File: config.mk
export PLATFORM = sky130hd
export DESIGN_NAME = theremin_period_meter
export DESIGN_NICKNAME = d
export VERILOG_FILES = /design/src/rtl/theremin_period_meter.sv
export SDC_FILE = /design/constraint.sdc
export NUM_CORES = 1
export LEC_CHECK = 0
export ABC_AREA = 1
export CAP_MARGIN = 20
export CELL_PAD_IN_SITES_DETAIL_PLACEMENT = 0
export CELL_PAD_IN_SITES_GLOBAL_PLACEMENT = 2
export CORE_ASPECT_RATIO = 1.75
export CORE_MARGIN = 5
export CORE_UTILIZATION = 36
export CTS_CLUSTER_SIZE = 14
export DETAILED_ROUTE_END_ITERATION = 10
export GPL_TIMING_DRIVEN = 0
export PLACE_DENSITY_LB_ADDON = 0.1
export SETUP_SLACK_MARGIN = 0.5
export SLEW_MARGIN = 20
export SYNTH_ARGS = -nofsm -noshare
export SYNTH_HDL_FRONTEND = slang
export SYNTH_SLANG_ARGS = --single-unit
File: constraint.sdc
create_clock -name CLK -period 4.1 [get_ports CLK]
set_input_delay 0.41 -clock CLK [delete_from_list [all_inputs] [get_ports CLK]]
set_output_delay 0.41 -clock CLK [all_outputs]
set_load 0.01 [all_outputs]
File: src/rtl/theremin_period_meter.sv
// theremin_period_meter
// Measures the period of an asynchronous oscillator square wave in system
// clock cycles, sums 2^AVG_SHIFT consecutive periods and presents the sum
// left-justified in OUT_VALUE. A stalled or too-slow oscillator raises
// TIMEOUT, which stays set until the next complete group is published.
// DATA_BITS must be at least COUNTER_BITS + AVG_SHIFT.

module theremin_period_meter #(
    parameter int DATA_BITS    = 32,
    parameter int COUNTER_BITS = 16,
    parameter int AVG_SHIFT    = 4
) (
    input  logic                 CLK,
    input  logic                 RESETN,
    input  logic                 FREQ_IN,
    output logic [DATA_BITS-1:0] OUT_VALUE,
    output logic                 OUT_VALID,
    output logic                 TIMEOUT
);

    // Accumulator holds up to 2^AVG_SHIFT periods of at most 2^COUNTER_BITS-1
    // cycles each, so this width can never overflow.
    localparam int ACC_BITS  = COUNTER_BITS + AVG_SHIFT;
    localparam int OUT_SHIFT = DATA_BITS - ACC_BITS;

    localparam logic [COUNTER_BITS-1:0] CNT_ZERO    = {COUNTER_BITS{1'b0}};
    localparam logic [COUNTER_BITS-1:0] CNT_ONE     = COUNTER_BITS'(1'b1);
    // Last count value at which an edge still yields a valid period
    // (2^COUNTER_BITS - 1 cycles); without an edge here the oscillator is lost.
    localparam logic [COUNTER_BITS-1:0] CNT_TIMEOUT = {{(COUNTER_BITS-1){1'b1}}, 1'b0};

    localparam logic [ACC_BITS-1:0]     ACC_ZERO    = {ACC_BITS{1'b0}};
    localparam logic [ACC_BITS-1:0]     ACC_ONE     = ACC_BITS'(1'b1);

    localparam logic [AVG_SHIFT-1:0]    IDX_ZERO    = {AVG_SHIFT{1'b0}};
    localparam logic [AVG_SHIFT-1:0]    IDX_ONE     = AVG_SHIFT'(1'b1);
    localparam logic [AVG_SHIFT-1:0]    IDX_LAST    = {AVG_SHIFT{1'b1}};

    typedef enum logic [0:0] {
        ST_WAIT_FIRST = 1'b0,
        ST_MEASURE    = 1'b1
    } state_t;

    // Synchroniser chain plus the delay stage used for rising-edge detection
    logic                    sync1_q, sync1_d;
    logic                    sync2_q, sync2_d;
    logic                    sync3_q, sync3_d;

    // Measurement state
    state_t                  state_q, state_d;
    logic [COUNTER_BITS-1:0] cnt_q,   cnt_d;
    logic [ACC_BITS-1:0]     acc_q,   acc_d;
    logic [AVG_SHIFT-1:0]    idx_q,   idx_d;

    // Output registers
    logic [DATA_BITS-1:0]    out_value_q, out_value_d;
    logic                    out_valid_q, out_valid_d;
    logic                    timeout_q,   timeout_d;

    // Combinational helpers
    logic                    edge_s;
    logic [ACC_BITS-1:0]     period_s;
    logic [ACC_BITS-1:0]     acc_sum_s;

    // Synchroniser shift, edge detection and the free-running period counter
    always_comb begin
        sync1_d   = FREQ_IN;
        sync2_d   = sync1_q;
        sync3_d   = sync2_q;
        edge_s    = sync2_q & ~sync3_q;
        period_s  = ACC_BITS'(cnt_q) + ACC_ONE;
        acc_sum_s = acc_q + period_s;
        if (edge_s) begin
            cnt_d = CNT_ZERO;
        end else begin
            cnt_d = cnt_q + CNT_ONE;
        end
    end

    // Next-state and output logic of the measurement FSM
    always_comb begin
        state_d     = state_q;
        acc_d       = acc_q;
        idx_d       = idx_q;
        out_value_d = out_value_q;
        out_valid_d = 1'b0;
        timeout_d   = timeout_q;

        case (state_q)
            ST_WAIT_FIRST: begin
                // The first edge only opens the measurement window
                if (edge_s) begin
                    acc_d   = ACC_ZERO;
                    idx_d   = IDX_ZERO;
                    state_d = ST_MEASURE;
                end else begin
                    state_d = ST_WAIT_FIRST;
                end
            end

            ST_MEASURE: begin
                // An edge takes priority over the timeout on the same cycle
                if (edge_s) begin
                    if (idx_q == IDX_LAST) begin
                        out_value_d = DATA_BITS'(acc_sum_s) << OUT_SHIFT;
                        out_valid_d = 1'b1;
                        timeout_d   = 1'b0;
                        acc_d       = ACC_ZERO;
                        idx_d       = IDX_ZERO;
                    end else begin
                        acc_d = acc_sum_s;
                        idx_d = idx_q + IDX_ONE;
                    end
                end else if (cnt_q == CNT_TIMEOUT) begin
                    timeout_d = 1'b1;
                    acc_d     = ACC_ZERO;
                    idx_d     = IDX_ZERO;
                    state_d   = ST_WAIT_FIRST;
                end else begin
                    state_d = ST_MEASURE;
                end
            end

            default: begin
                // Unreachable encoding: restart measurement cleanly
                state_d = ST_WAIT_FIRST;
                acc_d   = ACC_ZERO;
                idx_d   = IDX_ZERO;
            end
        endcase
    end

    // State and output registers with asynchronous active-low reset
    always_ff @(posedge CLK or negedge RESETN) begin
        if (!RESETN) begin
            sync1_q     <= 1'b0;
            sync2_q     <= 1'b0;
            sync3_q     <= 1'b0;
            state_q     <= ST_WAIT_FIRST;
            cnt_q       <= CNT_ZERO;
            acc_q       <= ACC_ZERO;
            idx_q       <= IDX_ZERO;
            out_value_q <= {DATA_BITS{1'b0}};
            out_valid_q <= 1'b0;
            timeout_q   <= 1'b0;
        end else begin
            sync1_q     <= sync1_d;
            sync2_q     <= sync2_d;
            sync3_q     <= sync3_d;
            state_q     <= state_d;
            cnt_q       <= cnt_d;
            acc_q       <= acc_d;
            idx_q       <= idx_d;
            out_value_q <= out_value_d;
            out_valid_q <= out_valid_d;
            timeout_q   <= timeout_d;
        end
    end

    assign OUT_VALUE = out_value_q;
    assign OUT_VALID = out_valid_q;
    assign TIMEOUT   = timeout_q;

endmodule

==> metrics.md <==
| Metric | Value |
|---|---|
| TritonRoute pass-1 iters | `5` |
| R2R Setup Slk | `1.88 ns` |
| Worst-case reg-to-reg path depth | `13` |
| Htree depth | `3` |
| Max-Cap Viols | `0` |
| Met3 GRT Util | `2.00%` |
| Critical Path Source Type | `flip-flop` |
| Worst path depth | `13` |
| Top-count cell post-synth | `nand2_1` |
| Mapped Cells | `512` |
| GRT Util Overall | `18.0%` |
| FF+latch count, synth | `66` |
| Slew HR | `60.7%` |
| Number of synthesized flops with an enable pin | `0` |
| WL final | `10900 µm` |
| DIE AREA | `13200 µm²` |
| Fin util | `44.1%` |
| Synth area leaders | `dfrtp_1, nand2_1, nand3_1, ha_1, inv_1` |
| CTS tree | `done` |
| Initial antenna violation count | `0` |
| Met1 Use GR | `20.2%` |
| Crit share post-route | `54.3%` |
| Nets@finish | `583` |
| Synth Area per Inst | `7.67 µm²` |
| RSZ-0062 raised after global routing | `false` |
| Maximum clock path buffer count | `2` |
| Pwr/cell area | `429 nW/µm²` |
| Share of cells above drive strength 1 | `10.3%` |
| Die X | `89.0 µm` |
| Ys async rst share | `100%` |
| Hold path cells | `0` |
| Initial core utilization | `36.7%` |
| CP bufs+invs | `2` |
| Busiest grt layer | `met2` |
| Antenna cells | `0` |
| LEAKAGE | `2.46 nW` |
| Pin count of the biggest net entering global routing | `52` |
| CP dominant cell by count | `nand2_1` |
| Met2 global-route usage | `33.2%` |
| Worst hold path endpoint | `sync2_q$_DFF_PN0_` |
| Setup crit end kind | `flip-flop` |
| Ys flop type | `dfrtp_1` |
| Crit Path Max Fanout | `4` |
| Drt drc | `0` |
| Area leader, netlist | `dfrtp_1` |
| Netlist Area Pre-Place | `3930 µm²` |
| Worst Tran Pin Value | `0.589 ns` |
| Vias per std cell | `4.78` |
| Top Family by Delay on Critical Path | `simple AND/OR/NAND/NOR gates` |
| CP cell instances | `inv_1 -> ha_1 -> fa_1 -> inv_1 -> nand3_1 -> nand3_1 -> nand2_1 -> nand2_1 -> nand2_1 -> nand2_1 -> nand2_1 -> nand3_1 -> nand2_1` |
| Routed Antenna Nets | `0` |
| Fin. max-slew vios | `0` |
| Buffers added on ports | `24` |
| CORE AREA | `10700 µm²` |
| Worst hold start | `sync1_q$_DFF_PN0_` |
| Area share of the largest cell type after synthesis | `42.0%` |
| Hold WC Path Type | `flip-flop to flip-flop` |
| Wire length per cell | `15.7 µm` |
| Vias post-DR | `3321` |
| Worst path slowest cell | `fa_1` |
| Outcome | `completed` |
| Part of the Yosys area used for sequential elements | `42.0%` |
| Initial DRC Count | `161` |
| Synth cell types | `33` |
| Clk_lat worst skew | `0.34 ns` |
| Warnings, synthesis | `0` |
| Crit path DAT | `2.45 ns` |
| First-pass GRT wire length | `17500 µm` |
| Synth top cells by count | `nand2_1, dfrtp_1, nand3_1` |
| Setup Skew | `0.00313 ns` |
| Total Neg Setup Slack | `0 ns` |
| VDD IR max | `0.000311 V` |
| Final setup vio count | `0` |
| Crit path kind | `flip-flop to flip-flop` |
| Root buf cell | `clkbuf_16` |
| Vias in the first global route | `3371` |
| CTS Buf Count | `9` |
| Clock-pin slew on the worst setup and hold paths | `0.06 ns` |
| Crit path largest cell delay | `0.41 ns` |
| Num rows | `50` |
| Final RePlAce weighted congestion | `0.846` |
| FF-to-FF End | `OUT_VALUE[24]$_DFFE_PN0P_` |
| Grt total ovfl | `0` |
| Clock period minus worst slack | `2.22 ns` |
| Sink Count | `66` |
| Final HPWL DP | `8440 µm` |
| Worst reg2reg path startpoint | `cnt_q[0]$_DFF_PN0_` |
| Syn-to-layout area delta | `20.0%` |
| CTS resizes | `0` |
| I/O Pins | `37` |
| Fmax | `449 MHz` |
| Final Hold Viols | `0` |
| Die height | `148 µm` |
| Worst Path Required | `4.33 ns` |
-- placed cells by master, fill, tap and decap left out, drive strengths merged --
cell,netlist,routed
dlygate4sd3,0,1
a31o,1,1
a21oi,23,23
xnor2,5,5
o21bai,1,1
clkdlybuf4s50,0,23
dfrtp,66,66
nor2,42,42
a31oi,2,2
nor3,10,10
ha,19,19
and2,2,2
nand3b,12,12
clkbuf,3,13
inv,50,50
nand4,4,4
o22ai,2,2
nand2,163,163
buf,19,21
clkinvlp,0,3
xor2,5,5
conb,1,12
clkinv,0,2
fa,1,1
bufinv,0,1
nand3,63,63
o21ai,18,18
-- how the worst max path moves through the flow --
stage	slack, ns	to	startpoint
6_report	1.88	OUT_VALUE[24]$_DFFE_PN0P_	cnt_q[0]$_DFF_PN0_
5_1_grt	1.71	OUT_VALUE[24]$_DFFE_PN0P_	cnt_q[0]$_DFF_PN0_
4_1_cts	1.86	OUT_VALUE[24]$_DFFE_PN0P_	cnt_q[0]$_DFF_PN0_
3_5_place_dp	1.87	OUT_VALUE[24]$_DFFE_PN0P_	cnt_q[0]$_DFF_PN0_
3_3_place_gp	0.25	idx_q[1]$_DFFE_PN0P_	RESETN
2_1_floorplan	2.26	OUT_VALUE[28]$_DFFE_PN0P_	cnt_q[0]$_DFF_PN0_
-- power by group --
| group | total (mW) | switching (mW) | internal [mW] |
|---|---|---|---|
| sequential | 0.788 | 0.0629 | 0.725 |
| clock | 0.792 | 0.305 | 0.487 |
| combinational | 0.442 | 0.257 | 0.185 |
| total | 2.02 | 0.625 | 1.40 |
-- sequential cells by signal, summed over array words and instances, names as in the netlist --
name       flops
OUT_VALID      1
sync3_q        1
idx_q          4
OUT_VALUE     20
sync2_q        1
sync1_q        1
TIMEOUT        1
cnt_q         16
state_q        1
acc_q         20
-- area by class of cell --
| type | instances | area, µm² |
|---|---|---|
| fillers | 1117 | 5980 |
| multi-input cells | 385 | 1980 |
| flip-flops and latches | 66 | 1650 |
| repair buffers | 26 | 275 |
| clock buffers | 10 | 239 |
| inverters | 50 | 188 |
| well taps | 130 | 163 |
| plain buffers | 22 | 151 |
| clock inverters | 6 | 66.3 |
-- cell families (layout without fill, tap and decap cells) --
group	Yosys count	count (layout)	synth area share [%]
other	1	12	0.0954
xor gates and xnor gates	10	10	2.23
and+or+nand+nor	296	296	34.1
buffers and inverters	72	114	8.63
AOI/OAI and AO/OA	47	47	6.37
adders and majority gates	20	20	6.56
DFF	66	66	42.0
-- per-layer routing --
| layer | share of wire [%] | wire length, µm |
|---|---|---|
| met1 | 40 | 4360 |
| met2 | 56 | 6120 |
| met3 | 2.0 | 220 |
| met4 | 1.9 | 212 |
| met5 | 0 | 0 |
-- worst register-to-register path: stages (launching register included) --
cell	delay (ns)
dfrtp_1	0.40
inv_1	0.09
ha_1	0.23
fa_1	0.41
inv_1	0.12
nand3_1	0.07
nand3_1	0.12
nand2_1	0.07
nand2_1	0.21
nand2_1	0.11
nand2_1	0.07
nand2_1	0.06
nand3_1	0.10
nand2_1	0.06
-- through the flow --
| stage | std cells | hold slack (ns) | power [mW] | cell area [µm²] | setup WS (ns) |
|---|---|---|---|---|---|
| finish | 695 | 0.351 | 2.02 | 4710 | 1.88 |
| global route | 695 | 0.363 | 2.14 | 4710 | 1.71 |
| CTS | 695 | 0.355 | 2.05 | 4710 | 1.86 |
| detailed placement | 678 | 0.299 | 1.24 | 4400 | 1.87 |
| global placement | 677 | 0.338 | 1.23 | 4370 | 0.249 |
| floorplan | 523 | 0.114 | 1.10 | 3970 | 2.26 |
-- what timing repair did --
item / CTS / global route
setup buffers: 0 / 0
endpoints found under the hold margin: 15 / 0
hold buffers: 1 / 0
Note: power is estimated with default switching activity, not from simulation.
